## src/rtl/alu.sv

```systemverilog
// alu: 16-bit registered ALU with carry/less/overflow/zero/negative flags.
module alu (
  input  logic        clk,
  input  logic        reset,
  input  logic [15:0] a,
  input  logic [15:0] b,
  input  logic [3:0]  aluControl,
  output logic [15:0] result,
  output logic        C,
  output logic        L,
  output logic        F,
  output logic        Z,
  output logic        N
);
  logic [16:0] sum, diff;
  logic [15:0] op_res;
  logic        upd, is_add, is_sub, is_cmp, add_ov, sub_ov, lt_s;
  assign sum    = {1'b0, a} + {1'b0, b};
  assign diff   = {1'b0, a} - {1'b0, b};
  assign add_ov = (a[15] == b[15]) & (sum[15] != a[15]);
  assign sub_ov = (a[15] != b[15]) & (diff[15] != a[15]);
  assign lt_s   = $signed(a) < $signed(b);
  assign is_add = aluControl == 4'b1000;
  assign is_cmp = aluControl == 4'b0010;
  assign is_sub = is_cmp | (aluControl == 4'b0001);
  // NOP and reserved codes leave upd low so every output holds.
  always_comb begin
    op_res = 16'h0000;
    upd = 1'b1;
    case (aluControl)
      4'b1000: op_res = sum[15:0];
      4'b0001, 4'b0010: op_res = diff[15:0];
      4'b0011: op_res = a & b;
      4'b0100: op_res = a | b;
      4'b0101: op_res = a ^ b;
      4'b0110: op_res = b;
      4'b0111: op_res = b[4] ? a >> b[3:0] : a << b[3:0];
      4'b1001: op_res = $signed(a) >>> b[3:0];
      4'b1010: op_res = ~a;
      default: upd = 1'b0;
    endcase
  end
  always_ff @(posedge clk) begin
    if (reset) begin
      result <= 16'h0000;
      {C, L, F, Z, N} <= 5'b0;
    end else if (upd) begin
      result <= is_cmp ? result : op_res;
      C <= is_add ? sum[16] : is_sub & diff[16];
      L <= is_sub & diff[16];
      F <= is_add ? add_ov : is_sub & sub_ov;
      Z <= is_sub ? a == b : op_res == 16'h0000;
      N <= is_sub ? lt_s : op_res[15];
    end
  end
endmodule

```

## config.mk

```make
export PLATFORM = sky130hd
export DESIGN_NAME = alu
export DESIGN_NICKNAME = d
export VERILOG_FILES = /design/src/rtl/alu.sv
export SDC_FILE = /design/constraint.sdc
export NUM_CORES = 1
export LEC_CHECK = 0
export CORE_MARGIN = 3
export CORE_UTILIZATION = 50
export CTS_CLUSTER_SIZE = 8
export DETAILED_ROUTE_END_ITERATION = 7
export PLACE_DENSITY = 0.76
export SLEW_MARGIN = 20
export SYNTH_ARGS = -nofsm -noshare
export SYNTH_HDL_FRONTEND = slang
export SYNTH_SLANG_ARGS = --single-unit
```

## constraint.sdc

```tcl
create_clock -name clk -period 4.2 [get_ports clk]
set_clock_uncertainty 0.1 [all_clocks]
set_input_delay 0.42 -clock clk [delete_from_list [all_inputs] [get_ports clk]]
set_output_delay 0.42 -clock clk [all_outputs]
set_load 0.02 [all_outputs]
```

==> results.toml, run 1 <==
[finish]
finalNonFillerCells = 986
nNetsFinal = 936
insertedDiodeCount = 0
fillers = 1012
regArea_um2 = 420
drive_gt1_share_pct = 13.2
multi_input_area_um2 = 4910
layout-area-overhead-vs-synth_pct = 15.9

[routing]
wl_met3_mm = 3.42
wl_per_cell_um = 26.7
via_per_inst = 7.41
drc = 0
drtIter0Drc = 1191
vias = 7306
highest_layer = "met4"
dr.pass1.iters = 6
routed_wl_mm = 26.3
antenna_left = 0
wl_met1_mm = 10.2
wl_met2_mm = 11.5

[sta]
hold_slack_ns = 0.360
worst_pin_slew_ns = 0.954
finalSetupViolCount = 0
fin_ws_ns = 0.253
fin_crit_ns = 3.95
rsz0062_at_grt = "no"
setup_tns_ns = 0
drv_slew = 0
fin_crit_sh_pct = 94.0
clock.fmax_mhz = 253
hold_viol = 0
relSlewSlack_pct = 35.9

[yosys]
synth.avg_cell_area_um2 = 7.40
ys_seq_area_share_pct = 7.16
synth.ff_latch_count = 21
ys.flop_type = "dfxtp_1"
syn_area_um2 = 5880
async_flop_share_pct = 0
netlist_instances = 794
ys_types = 88
synth_edf_count = 0
ys_warn_count = 0
yosysTopAreaCellShare_pct = 10.4
synthTopCellsByArea = "ha_1, dfxtp_1, mux4_2"
synth.net_count = 883
synth_top_area_cell = "ha_1"

[setup_path]
startpoint = "a[2]"
end_kind = "register"
cp_slowest_cell = "clkdlybuf4s50_1"
crit_required_ns = 4.28
critPathBufInv = 2
critPathKind = "in -> reg"
cp_max_fo = 9
crit_chain = "clkdlybuf4s50_1 -> inv_1 -> ha_1 -> o21ai_0 -> o21bai_1 -> a2111oi_2 -> or3_1 -> nand4_1 -> a211oi_1 -> nand4_1 -> o31ai_2"
critPathCapture = "Z"
rr_startpoint = "Z"
cp.arrival_ns = 4.02
rr_worst_depth = 5
regToRegSetupSlack_ns = 2.71
r2r_end = "Z"
critPathLaunchType = "primary input"
cp_slowest_stage_delay_ns = 0.76
crit_top_cell = "nand4_1"
cp.depth = 11
crit_family = "compound AO/OA/AOI/OAI gates"

[placed_design]
dp_cells = 982
gp_congestion = 1.06
post-dp-hpwl_mm = 20.6
io_buffers = 58
dpl_worst_slack_ns = 0.137

[floorplanning]
start_util_pct = 52.6
dieArea_um2 = 13100
die_y_um = 114
core_area_um2 = 11200
fp.dieW_um = 114
rows = 38
ios = 59

[grt]
antenna_found_initial = 0
grt_max_degree = 35
grt_use_total_pct = 38.7
grt_pass1_vias = 6661
grt_overflow_total = 0
grt_pass1_wl_mm = 39.6

[hold_path]
min-delay-path-class = "reg -> reg"

[clocking]
cts.sinks = 21
ctsLongestPathBuffers = 2
cts_tree = "done"
clock_latency_ns = 0.25
cts_setup_buffers = 0
clk_pin_slew_ns = 0.06
cts_buffers = 3
cts_root_buf = "clkbuf_16"
ctsHoldBuffers = 0
htreeDepth = 1
cts_resized = 0

[status]
status = "completed"

[pwr]
peakVddDrop_uv = 268
cellLeakagePower_nw = 2.69
pwr_density_cell_nw_per_um2 = 189

[flow_run]
maxCapViolCount = 0
-- flip-flops by register name, indices dropped and copies added (netlist names) --
name    cells
C           1
L           1
result     16
F           1
N           1
Z           1
-- cells in the mapped netlist, types with 8 or more instances --
master    instances
dfxtp_1          21
o221ai_1         10
a21oi_1          35
nor3_1           30
nand2b_1         20
mux4_2           15
mux2i_1          27
inv_1            56
ha_1             49
mux2_2           13
a211oi_1         20
o32ai_1           9
nand4_1           9
nor2b_1          18
a221oi_1          9
xnor2_1           8
clkbuf_1         33
o21ai_0          23
nand3_1          15
o22ai_1          17
or3_1            10
nor2_1           79
a22oi_1          13
o31ai_1          10
buf_2            18
o211ai_1         13
nand2_1          46
-- report_power, final --
| group | internal (W) | total [W] | switching, W |
|---|---|---|---|
| Combinational | 0.000341 | 0.000857 | 0.000516 |
| Sequential | 0.000218 | 0.000228 | 0.0000103 |
| Clock | 0.000129 | 0.000205 | 0.0000753 |
| Total | 0.000688 | 0.00129 | 0.000602 |
-- worst min-delay path by stage --
stage                     start  to  cells after the start  slack, ns
after floorplan               L   L                      2       0.43
after CTS                     L   L                      2       0.36
final                         L   L                      2       0.36
after global routing          L   L                      2       0.42
after detailed placement      L   L                      2       0.35
after global placement        L   L                      2       0.35
-- worst min-delay path: stages (launching register included) --
cell,delay (ns)
dfxtp_1,0.31
nand2_1,0.05
a21oi_1,0.05
-- cells by family (layout without fill, tap and decap cells) --
kind of cell             after synthesis  after routing  synth area share [%]
AND/OR/NAND/NOR                      285            285                  26.0
XOR/XNOR                               8              8                  1.19
multiplexers                          62             62                  14.4
AO/OA/AOI/OAI                        246            246                  30.9
adder cells (fa/ha/maj)               51             51                  11.1
flip-flops                            21             21                  7.15
buffers and inverters                121            173                  9.28
-- cell usage in the layout, fill, tap and decap left out, drive strengths merged, types with 21 or more instances in the layout --
| master | count |
|---|---|
| ha | 49 |
| nor3 | 30 |
| o21ai | 27 |
| clkdlybuf4s50 | 57 |
| dfxtp | 21 |
| mux2i | 28 |
| buf | 56 |
| nand2 | 46 |
| a21oi | 36 |
| inv | 56 |
| nor2 | 79 |
-- metal layers --
layer	up-vias	track usage (%)
met5	-	0
met4	0	11.6
met3	125	8.03
met2	652	61.0
met1	3406	53.2
li1	3123	-
-- through the flow --
stage                     total power, W  utilization (%)  instance area (um^2)
after floorplan                 0.000747                -                  5880
after global placement           0.00104             60.2                  6730
after detailed placement         0.00105             60.2                  6730
after CTS                        0.00126             60.9                  6810
after global routing             0.00134             60.9                  6810
final                            0.00129             60.9                  6810
-- final cells by class --
| cell class | count | area share [%] |
|---|---|---|
| multi-input combinational | 652 | 72.1 |
| timing repair buffer | 113 | 14.9 |
| sequential | 21 | 6.18 |
| inverter | 56 | 3.09 |
| tap | 140 | 2.57 |
| clock buffer | 4 | 1.16 |
(Power assumes the default switching activity.)
==> run 2: changes to the inputs <==
- CORE_MARGIN: 3 -> 2
==> run 2 against run 1 <==
  * Die area shrank 3.5%
  * Combinational power shrank 0.9%
  * Register-to-register slack lost 0.06 ns
  * Critical path type unchanged
==> results.toml, run 2 (synthesized netlist as in run 1, its figures left out) <==
[status]
status = "completed"

[routing]
dr.pass1.iters = 7
drc = 0
drtIter0Drc = 1222
via_per_inst = 7.22
antenna_left = 0
routed_wl_mm = 25.4
wl_per_cell_um = 25.7
vias = 7128

[clocking]
cts_setup_buffers = 0
clk_pin_slew_ns = 0.06
cts_tree = "done"
cts.sinks = 21
cts_resized = 0
ctsHoldBuffers = 0
cts_buffers = 3
clock_latency_ns = 0.25
ctsLongestPathBuffers = 2
cts_root_buf = "clkbuf_16"
htreeDepth = 1

[setup_path]
rr_startpoint = "Z"
cp.arrival_ns = 4.14
end_kind = "register"
crit_required_ns = 4.26
regToRegSetupSlack_ns = 2.65
cp_max_fo = 9
startpoint = "a[2]"
critPathKind = "in -> reg"
rr_worst_depth = 5
critPathLaunchType = "primary input"
r2r_end = "Z"

[sta]
setup_tns_ns = 0
clock.fmax_mhz = 245
finalSetupViolCount = 0
fin_crit_ns = 4.08
fin_ws_ns = 0.121
rsz0062_at_grt = "no"
drv_slew = 0
hold_viol = 0
worst_pin_slew_ns = 0.967
relSlewSlack_pct = 35.0
fin_crit_sh_pct = 97.1

[hold_path]
min_to = "L"
hold_depth = 2
min_from = "L"
min-delay-path-class = "reg -> reg"

[finish]
final_cell_mix = "nor2_1, clkdlybuf4s50_1, inv_1"
top_register = "result"
nNetsFinal = 934
largest_reg_flops = 16
insertedDiodeCount = 0
finalNonFillerCells = 987
drive_gt1_share_pct = 13.2
layout-area-overhead-vs-synth_pct = 15.9
layout_commonest_cell = "nor2_1"

[floorplanning]
ios = 59
dieArea_um2 = 12600
die_y_um = 112
core_area_um2 = 11500
rows = 39
fp.dieW_um = 112
start_util_pct = 51.2

[pwr]
cellLeakagePower_nw = 2.68
power_w = 0.00128
pwr_density_cell_nw_per_um2 = 188
peakVddDrop_uv = 211

[grt]
grt_pass1_vias = 6602
grt_overflow_total = 0
grt_pass1_wl_mm = 39.2
antenna_found_initial = 2
grt_max_degree = 49
grt_use_total_pct = 39.4

[placed_design]
dpl_worst_slack_ns = 0.0806
io_buffers = 58
gp_congestion = 1.08
post-dp-hpwl_mm = 19.9
dp_cells = 983

[flow_run]
maxCapViolCount = 0
## run 2: changes by cell type in the layout (fill, tap and decap cells not counted)
cell / delta
buf_12: +1
buf_4: -3
clkbuf_1: -1
clkinv_2: +1
## run 2: worst max-delay path by stage
stage | to | slack, ns
global placement | Z | 0.17
detailed placement | Z | 0.08
CTS | Z | 0.30
floorplan | Z | 0.76
global route | Z | 0.03
finish | Z | 0.12
## run 2: critical path: stages
cell	delay, ns
clkdlybuf4s50_1	0.70
ha_1	0.48
a211oi_1	0.54
o21bai_1	0.21
a2111oi_2	0.55
or3_1	0.19
nand4_1	0.13
a211oi_1	0.46
nand4_1	0.21
o31ai_2	0.24
## run 2: routing by layer
metal | wire length, um | vias to the layer above | share of wire (%) | global-route usage (%)
met1 | 10000 | 3364 | 39 | 55.4
met5 | 27 | - | 0.11 | 0
met4 | 1180 | 4 | 4.7 | 13.0
met3 | 3080 | 92 | 12 | 6.91
met2 | 11100 | 543 | 44 | 61.2
li1 | - | 3125 | - | -
## run 2: where the power goes
group	leakage [nW]	switching [W]	internal, W	total [W]
Sequential	0.173	0.00000894	0.000218	0.000227
Clock	0.0409	0.0000767	0.000128	0.000205
Combinational	2.47	0.000505	0.000343	0.000849
## run 2: layout make-up
class                           instances  area (um^2)
Clock inverter                          1         5.00
Clock buffer                            3         75.1
Sequential cell                        21          420
Multi-Input combinational cell        652         4910
Inverter                               56          210
Timing Repair Buffer                  111         1010
Fill cell                            1093         4660
Tap cell                              143          179
## run 2: through the flow
stage	area [um^2]	hold WS [ns]	util [%]
floorplan	5880	0.435	-
global placement	6730	0.346	58.7
detailed placement	6730	0.352	58.7
CTS	6810	0.360	59.4
global route	6810	0.390	59.4
finish	6810	0.357	59.4
